## src/rtl/regfile_writeback_arbiter_pkg.sv

```systemverilog
// Shared types and widths for the register-file writeback arbiter and its MDU FIFO.
package regfile_writeback_arbiter_pkg;

    localparam int REG_ADDR_W = 5;
    localparam int DATA_W     = 32;

    localparam logic [REG_ADDR_W-1:0] ZERO_REG = 5'd0;

    typedef struct packed {
        logic [REG_ADDR_W-1:0] wr_reg;
        logic [DATA_W-1:0]     data;
    } wb_req_t;

endpackage

```

## src/rtl/regfile_writeback_arbiter_wb_fifo.sv

```systemverilog
// DEPTH-entry FIFO of MDU writeback requests; exposes per-slot valid/register
// vectors so the top can build the pending-write scoreboard.
module regfile_writeback_arbiter_wb_fifo
    import regfile_writeback_arbiter_pkg::*;
#(
    parameter int DEPTH = 4
) (
    input  logic                                clock,
    input  logic                                reset_n,
    input  logic                                push_i,
    input  wb_req_t                             push_req_i,
    input  logic                                pop_i,
    output wb_req_t                             head_o,
    output logic                                full_o,
    output logic                                empty_o,
    output logic [$clog2(DEPTH):0]              count_o,
    output logic [DEPTH-1:0]                    entry_valid_o,
    output logic [DEPTH-1:0][REG_ADDR_W-1:0]    entry_reg_o
);

    localparam int AW = $clog2(DEPTH);

    wb_req_t          mem_q [DEPTH];
    logic [AW-1:0]    wr_ptr_q, rd_ptr_q;
    logic [AW:0]      count_q, count_d;
    logic [DEPTH-1:0] valid_q, valid_d;

    // NOTE: every signal written in always_comb gets a default first, so no latch is inferred.
    always_comb begin
        valid_d = valid_q;
        if (pop_i)  valid_d[rd_ptr_q] = 1'b0;
        if (push_i) valid_d[wr_ptr_q] = 1'b1;
        count_d = count_q + {{AW{1'b0}}, push_i} - {{AW{1'b0}}, pop_i};
    end

    // NOTE: sequential state uses non-blocking assignments so every flop samples pre-edge values.
    always_ff @(posedge clock or negedge reset_n) begin
        if (!reset_n) begin
            wr_ptr_q <= '0;
            rd_ptr_q <= '0;
            count_q  <= '0;
            valid_q  <= '0;
        end else begin
            if (push_i) wr_ptr_q <= wr_ptr_q + AW'(1);
            if (pop_i)  rd_ptr_q <= rd_ptr_q + AW'(1);
            count_q <= count_d;
            valid_q <= valid_d;
        end
    end

    // NOTE: the storage array is deliberately not reset; valid_q alone decides which slots are live.
    always_ff @(posedge clock) begin
        if (push_i) mem_q[wr_ptr_q] <= push_req_i;
    end

    always_comb begin
        for (int i = 0; i < DEPTH; i++) begin
            entry_reg_o[i] = mem_q[i].wr_reg;
        end
    end

    assign head_o        = mem_q[rd_ptr_q];
    assign full_o        = (count_q == (AW+1)'(DEPTH));
    assign empty_o       = (count_q == '0);
    assign count_o       = count_q;
    assign entry_valid_o = valid_q;

endmodule

```

## src/rtl/regfile_writeback_arbiter.sv

```systemverilog
// Single-port register-file writeback arbiter: ALU writeback has priority,
// MDU results queue in a FIFO, with starvation stall and pending-write scoreboard.
module regfile_writeback_arbiter
    import regfile_writeback_arbiter_pkg::*;
#(
    parameter int DEPTH        = 4,
    parameter int STARVE_LIMIT = 3
) (
    input  logic                        clock,
    input  logic                        reset_n,
    input  logic                        alu_wr_en,
    input  logic [REG_ADDR_W-1:0]       alu_wr_reg,
    input  logic [DATA_W-1:0]           alu_wr_data,
    output logic                        alu_stall,
    input  logic                        mdu_valid,
    output logic                        mdu_ready,
    input  logic [REG_ADDR_W-1:0]       mdu_reg,
    input  logic [DATA_W-1:0]           mdu_data,
    input  logic [REG_ADDR_W-1:0]       query_reg1,
    input  logic [REG_ADDR_W-1:0]       query_reg2,
    output logic                        busy1,
    output logic                        busy2,
    output logic [$clog2(DEPTH):0]      fifo_count,
    output logic                        RegWrite,
    output logic [REG_ADDR_W-1:0]       write_reg,
    output logic [DATA_W-1:0]           write_data
);

    localparam int SW = $clog2(STARVE_LIMIT + 1);

    wb_req_t                          head;
    logic                             fifo_full, fifo_empty;
    logic [DEPTH-1:0]                 entry_valid;
    logic [DEPTH-1:0][REG_ADDR_W-1:0] entry_reg;

    logic alu_win, fifo_push, fifo_pop;

    logic                  reg_write_q;
    logic [REG_ADDR_W-1:0] write_reg_q;
    logic [DATA_W-1:0]     write_data_q;
    logic [SW-1:0]         starve_q, starve_d;
    logic                  alu_stall_q;
    logic                  busy1_c, busy2_c;

    // Writes to $0 are dropped on both sources; an MDU $0 result still handshakes.
    assign alu_win   = alu_wr_en && (alu_wr_reg != ZERO_REG);
    assign fifo_pop  = !alu_win && !fifo_empty;
    assign mdu_ready = !fifo_full;
    assign fifo_push = mdu_valid && mdu_ready && (mdu_reg != ZERO_REG);

    regfile_writeback_arbiter_wb_fifo #(.DEPTH(DEPTH)) u_fifo (
        .clock         (clock),
        .reset_n       (reset_n),
        .push_i        (fifo_push),
        .push_req_i    ('{wr_reg: mdu_reg, data: mdu_data}),
        .pop_i         (fifo_pop),
        .head_o        (head),
        .full_o        (fifo_full),
        .empty_o       (fifo_empty),
        .count_o       (fifo_count),
        .entry_valid_o (entry_valid),
        .entry_reg_o   (entry_reg)
    );

    always_ff @(posedge clock or negedge reset_n) begin
        if (!reset_n) begin
            reg_write_q  <= 1'b0;
            write_reg_q  <= '0;
            write_data_q <= '0;
        end else begin
            reg_write_q <= alu_win || fifo_pop;
            if (alu_win) begin
                write_reg_q  <= alu_wr_reg;
                write_data_q <= alu_wr_data;
            end else if (fifo_pop) begin
                write_reg_q  <= head.wr_reg;
                write_data_q <= head.data;
            end
        end
    end

    // Counts consecutive edges the queued head lost to the ALU; saturates at the limit.
    always_comb begin
        starve_d = starve_q;
        if (fifo_pop || fifo_empty) begin
            starve_d = '0;
        end else if (alu_win && (starve_q < SW'(STARVE_LIMIT))) begin
            starve_d = starve_q + SW'(1);
        end
    end

    always_ff @(posedge clock or negedge reset_n) begin
        if (!reset_n) begin
            starve_q    <= '0;
            alu_stall_q <= 1'b0;
        end else begin
            starve_q    <= starve_d;
            alu_stall_q <= (starve_d >= SW'(STARVE_LIMIT));
        end
    end

    // A popping entry still reads busy: its register-file write lands one edge later.
    always_comb begin
        busy1_c = 1'b0;
        busy2_c = 1'b0;
        for (int i = 0; i < DEPTH; i++) begin
            if (entry_valid[i] && (entry_reg[i] == query_reg1)) busy1_c = 1'b1;
            if (entry_valid[i] && (entry_reg[i] == query_reg2)) busy2_c = 1'b1;
        end
    end

    assign busy1      = busy1_c && (query_reg1 != ZERO_REG);
    assign busy2      = busy2_c && (query_reg2 != ZERO_REG);
    assign alu_stall  = alu_stall_q;
    assign RegWrite   = reg_write_q;
    assign write_reg  = write_reg_q;
    assign write_data = write_data_q;

    // The pipeline must honour alu_stall; the ALU still wins if it does not.
    alu_stall_protocol: assert property (
        @(posedge clock) disable iff (!reset_n) !(alu_wr_en && alu_stall_q)
    );

endmodule

```

## config.mk

```make
export PLATFORM = sky130hd
export DESIGN_NAME = regfile_writeback_arbiter
export DESIGN_NICKNAME = d
export VERILOG_FILES = /design/src/rtl/regfile_writeback_arbiter_pkg.sv /design/src/rtl/regfile_writeback_arbiter_wb_fifo.sv /design/src/rtl/regfile_writeback_arbiter.sv
export SDC_FILE = /design/constraint.sdc
export NUM_CORES = 1
export LEC_CHECK = 0
export BUFFER_PORTS_ARGS = -buffer_cell sky130_fd_sc_hd__buf_2
export CELL_PAD_IN_SITES_DETAIL_PLACEMENT = 1
export CELL_PAD_IN_SITES_GLOBAL_PLACEMENT = 1
export CORE_MARGIN = 2
export CORE_UTILIZATION = 30
export DETAILED_ROUTE_END_ITERATION = 8
export PLACE_DENSITY_LB_ADDON = 0.12
export SETUP_SLACK_MARGIN = 0.02
export SLEW_MARGIN = 10
export SYNTH_ARGS = -nofsm -noshare
export SYNTH_HDL_FRONTEND = slang
export SYNTH_SLANG_ARGS = --single-unit
```

## constraint.sdc

```tcl
create_clock -name clock -period 3.2 [get_ports clock]
set_clock_uncertainty 0.15 [all_clocks]
set_input_delay 0.32 -clock clock [delete_from_list [all_inputs] [get_ports clock]]
set_output_delay 0.32 -clock clock [all_outputs]
set_load 0.03 [all_outputs]
```

# --- After elaboration in Yosys (flattened, before gate mapping) ---
# Memory sizes are Yosys's and may differ from the RTL's.
# Cells that the tools add are included.
op_classes:
  addsub: 5
  magnitude_cmp: 6
  eq_ne: 9
  mux: 22
  bitwise_logic: 3
  reduce_logical: 28
op_table:
  columns: ["cell", "count"]
  rows:
  - ["2-to-1 mux 32 bit", 2]
  - ["== test 5 bit", 8]
  - ["nonzero test 5 bit", 4]
  - ["logical AND 1 bit", 17]
  - ["2-to-1 mux 1 bit", 12]
  - ["2-to-1 mux 5 bit", 2]
  - ["2-to-1 mux 4 bit", 2]
  - ["adder 2 x 1 -> 2 bit, second input constant", 3]
  - ["< comparator 2 x 3 -> 1 bit, second input constant", 2]
  - ["bitwise AND 4 bit", 1]
  - ["demux 1 bit (select 2 bit)", 2]
  - ["greater-or-equal comparator 2 x 1 -> 1 bit, second input constant", 2]
  - ["2-to-1 mux 2 bit", 2]
  - ["NOT 4 bit", 1]
  - ["OR 4 bit", 1]
  - ["adder 3 x 1 -> 3 bit", 1]
  - ["== test 3 bit, second input constant", 1]
  - ["logical NOT 1 bit", 3]
  - ["logical NOT 3 bit", 1]
  - ["subtractor 3 x 1 -> 3 bit", 1]
  - ["greater-or-equal comparator 2 bit, second input constant", 1]
  - ["logical OR 1 bit", 2]
  - ["< comparator 2 bit, second input constant", 1]
  - ["nonzero test 2 bit", 1]
totals:
  regBits: 52
  ramBits: 148
  input_bits: 88
  out_inout_bits: 45
  elab_cells: 83
  n_memories: 1
mem_list:
  columns: ["memory", "words", "word_bits", "rd", "rd_clocked_by_memory_dff", "write_ports", "line", "source"]
  rows:
  - ["u_fifo.mem_q", 4, 37, 5, 0, 1, "regfile_writeback_arbiter_wb_fifo.sv:23", "wb_req_t mem_q [DEPTH];"]

# --- Logic depth before layout (Yosys ltp) ---
logic_depth:
  word_depth: 9
  mapped_depth: 10
  ltp_nobuf: 9

# --- Modules after synthesis ---
# From an unflattened synthesis, not the netlist that was laid out.
hier_totals:
  hier_cells: 513
  hier_area_um2: 8508.2
modules_own_cells:
  columns: ["mod", "n_inst", "cells_each", "area_each_um2", "seq_area_each_um2"]
  rows:
  - ["regfile_writeback_arbiter_wb_fifo", 1, 265, 6068.3, 4719.5]
  - ["regfile_writeback_arbiter", 1, 248, 2439.8, 1026.0]

# --- Worst setup path after synthesis ---
# No wires, ideal clock.
synth_timing:
  path_type: "register -> register"
  start: "register u_fifo.count_q[1], in the netlist u_fifo.count_o[1]"
  end: "memory u_fifo.mem_q[0][0] (netlist name), enable pin"
  setup_time_ns: 0.398
  arrival_time_ns: 2.497
  required_time_ns: 2.652
  setup_slack_ns: 0.156
  stages_incl_launch_ff: 7
  path_buffers: 1
  period_less_slack_ns: 3.044
  cell_sequence: "dfrtp_1 > inv_1 > nand3_1 > nand2_1 > a21oi_1 > clkbuf_1 > and2_1"
synth_between:
  elab_chain_len: 6
synth_lines:
  columns: ["element", "line", "source"]
  rows:
  - ["from (decl)", "regfile_writeback_arbiter_wb_fifo.sv:25", "logic [AW:0] count_q, count_d;"]
  - ["from (signal assigned)", "regfile_writeback_arbiter_wb_fifo.sv:46", "count_q <= count_d;"]
  - ["== test 3 bit", "regfile_writeback_arbiter_wb_fifo.sv:63", "assign full_o = (count_q == (AW+1)'(DEPTH));"]
  - ["logical NOT 1 bit", "regfile_writeback_arbiter.sv:48", "assign mdu_ready = !fifo_full;"]
  - ["named net mdu_ready", "regfile_writeback_arbiter.sv:16", "output logic mdu_ready,"]
  - ["logical AND 1 bit (2 in series)", "regfile_writeback_arbiter.sv:49", "assign fifo_push = mdu_valid && mdu_ready && (mdu_reg != ZERO_REG);"]
  - ["named net fifo_push", "regfile_writeback_arbiter.sv:36", "logic alu_win, fifo_push, fifo_pop;"]
  - ["2-to-1 mux 1 bit", "regfile_writeback_arbiter_wb_fifo.sv:53", "if (push_i) mem_q[wr_ptr_q] <= push_req_i;"]
  - ["2-to-1 mux 1 bit (not written as such)", "regfile_writeback_arbiter_wb_fifo.sv:53", null]
  - ["to (decl)", "regfile_writeback_arbiter_wb_fifo.sv:23", null]
# The timed path passes the listed nets, and every way through them passes these cells.

# --- Worst setup path after layout ---
layout_timing:
  start: "input alu_wr_reg[1]"
  end: "register u_fifo.count_q[2], in the netlist u_fifo.count_o[2]"
layout_between:
  elab_chain_len: 5
layout_lines:
  columns: ["element", "line", "source"]
  rows:
  - ["from (decl)", "regfile_writeback_arbiter.sv:12", "input logic [REG_ADDR_W-1:0] alu_wr_reg,"]
  - ["nonzero test 5 bit", "regfile_writeback_arbiter.sv:46", "assign alu_win = alu_wr_en && (alu_wr_reg != ZERO_REG);"]
  - ["logical AND 1 bit", "regfile_writeback_arbiter.sv:46", null]
  - ["logical NOT 1 bit", "regfile_writeback_arbiter.sv:47", "assign fifo_pop = !alu_win && !fifo_empty;"]
  - ["logical AND 1 bit", "regfile_writeback_arbiter.sv:47", null]
  - ["subtractor 3 x 1 -> 3 bit", "regfile_writeback_arbiter_wb_fifo.sv:33", "count_d = count_q + {{AW{1'b0}}, push_i} - {{AW{1'b0}}, pop_i};"]
  - ["named net u_fifo.count_d[2]", "regfile_writeback_arbiter_wb_fifo.sv:25", null]
# The timed path passes the listed nets, and every way through them passes these cells.
# A chain may end at the register's enable or synchronous reset.

==> flow_summary.json <==
{
  "die-area_sq_um": 29200,
  "netlist_area_sq_um": 8350,
  "ctsLongestPathBuffers": 2,
  "critical_path.slowest_cell": "or4_1",
  "fp.dieW_um": 171,
  "rsz0062_at_grt": "no",
  "met1_usage": 0.202,
  "fmax_mhz": 349,
  "cts.clk_slew.worst_paths_ns": 0.09,
  "finalNonFillerCells": 1092,
  "worstPathRequired_ns": 3.36,
  "first_iter_violations": 185,
  "top_level_ports": 133,
  "gp_congestion": 0.809,
  "ir_worst_vdd_uv": 330,
  "post-place-cells": 987,
  "cts_tree": "done",
  "synthFlopType": "edfxtp_1",
  "final_common_cell": "edfxtp_1",
  "diodes": 0,
  "synth_area_leaders": "edfxtp_1 53%, dfrtp_1 16%, mux4_2 10%",
  "std_cell_rows": 61,
  "htreeDepth": 4,
  "insertion_delay_ns": 0.44,
  "die_h_um": 171,
  "gr-total-overflow": 0,
  "grt_pass1_vias": 5355,
  "fin_crit_sh": 0.897,
  "cap_viol_max_count": 0,
  "avgSynthCellArea_sq_um": 16.8,
  "drive_gt1_frac": 0.311,
  "fin_crit_ns": 2.87,
  "arrival_ns": 3.03,
  "drc": 0,
  "worstSetupStartpointType": "input pin",
  "antenna_found_initial": 0,
  "dr.pass1.iters": 4,
  "maxSlewHeadroom": 0.430,
  "place_hpwl_mm": 13.6,
  "grt_usage": 0.147,
  "routedWlPerCell_um": 18.8,
  "outcome": "finished clean",
  "mostFrequentLayoutCells": "148 x edfxtp_1, 132 x buf_2, 73 x dlygate4sd3_1",
  "grt_pass1_wl_mm": 31.5,
  "yosys_warnings": 0,
  "yosys.area.top_type": "edfxtp_1",
  "initial_core_util": 0.302,
  "vias": 4948,
  "synth_top_cell_area_share": 0.532,
  "synth.net_count": 596,
  "path_cells": "dlygate4sd3_1 > buf_2 > or4_1 > o21ai_1 > o21ai_0 > ha_1 > fa_1 > xor2_1 > xnor2_1",
  "via_per_inst": 4.53,
  "area_growth_pct": 29.6,
  "setup_violations": 0,
  "final_antenna_net_count": 0,
  "gr-usage-met2": 0.239,
  "p_per_area_nw_per_um2": 833,
  "ys_ff_latch": 200,
  "grtUsageMet3": 0.0280,
  "synthArstFlopShare": 0.260,
  "worst_hold_slack_ns": 0.0159,
  "hold_viol": 0,
  "nets": 800,
  "hp-class": "input pin to flip-flop",
  "slew_viol_final": 0,
  "cts-root-buf": "clkbuf_16",
  "criticalPathCategory": "input pin to flip-flop",
  "yosysSeqAreaShare": 0.688,
  "final.setup.tns_ns": 0,
  "grt_busiest_layer": "met2",
  "finalWirelength_mm": 20.6,
  "post_cts_buffers": 0,
  "synth_edf_count": 148,
  "crit_fanout": 5,
  "cts_buffers": 17,
  "port_buffers": 132,
  "p_leak_nw": 4.03,
  "grt_max_degree": 70,
  "slowest_delay_ns": 0.56,
  "fp.coreArea_sq_um": 27600,
  "cts_sinks": 200,
  "synthCells": 497,
  "largest_register_ffs": 148,
  "tightestPinTransition_ns": 0.855,
  "synth_cell_type_count": 33,
  "end_kind": "flip-flop"
}
## cells by family (layout without fill, tap and decap cells)
family	Yosys count	count (layout)	share of synthesized area
AOI/OAI and AO/OA	49	49	0.0322
xor gates and xnor gates	45	45	0.0472
adders and majority gates	11	11	0.0174
buffers and inverters	37	254	0.0220
DFF	200	200	0.688
muxes	76	76	0.147
and+or+nand+nor	79	79	0.0469
## worst max-delay path: cells and delay by family
family / cells / cell delay (ns)
compound gates: 2 / 0.58
xor+xnor: 2 / 0.30
fa+ha+maj: 2 / 0.59
buf+inv: 2 / 0.67
simple gates: 1 / 0.56
## where the power goes
group | leakage [nW] | switching (mW) | internal (mW)
Combinational | 1.77 | 1.70 | 1.29
Sequential | 1.97 | 0.390 | 3.47
Clock | 0.290 | 1.04 | 1.13
Total | 4.03 | 3.13 | 5.90
## cell type report
class / count / area, sq um
sequential: 200 / 5750
inverter: 6 / 22.5
multi-input combinational: 260 / 2430
clock buffer: 18 / 439
tap: 378 / 473
fill: 2827 / 16800
clock inverter: 14 / 165
timing repair buffer: 216 / 1550
## what timing repair did
action                                 4_1_cts  5_1_grt
hold buffers                                73        0
setup endpoints to repair                    0        1
endpoints found under the hold margin      214        0
gates resized for setup                      0        1
## metrics by stage
stage	util	power, mW	instance area [sq um]	setup WS (ns)
4_1_cts	0.392	9.20	10800	0.133
3_5_place_dp	0.344	6.94	9490	0.238
2_1_floorplan	-	5.86	8350	0.156
3_3_place_gp	0.344	6.84	9490	0.369
5_1_grt	0.392	9.56	10800	0.197
6_report	0.392	9.02	10800	0.331
## cell usage after synthesis, types with 9 or more instances
master	n
nand2_1	45
o21ai_0	25
xor2_1	34
mux2i_1	38
buf_2	11
dfrtp_1	52
clkbuf_1	10
nand3_1	9
mux4_2	37
o21ai_1	15
ha_1	10
xnor2_1	11
edfxtp_1	148
## path summary, 6_finish.rpt
check	to	cells after the start	slack [ns]	from
max in group asynchronous	write_data[14]$_DFFE_PN0P_	3	1.63	reset_n
hold reg to reg	u_fifo.entry_valid_o[2]$_DFF_PN0_	1	0.40	u_fifo.entry_valid_o[2]$_DFF_PN0_
setup reg to reg	u_fifo.mem_q[0][16]$_DFFE_PP_	6	0.88	u_fifo.count_o[1]$_DFF_PN0_
min in group asynchronous	write_reg[4]$_DFFE_PN0P_	2	0.39	reset_n
hold / removal	write_reg[4]$_DFFE_PN0P_	3	0.02	alu_wr_reg[4]
setup / recovery	u_fifo.count_o[2]$_DFF_PN0_	9	0.33	alu_wr_reg[1]
## metal layers
metal / routed length [um] / vias to the layer above
met5: 0 / -
met2: 9940 / 108
met4: 239 / 0
met3: 668 / 14
met1: 9720 / 2532
li1: - / 2294
Power figures use the tool's default switching activity.
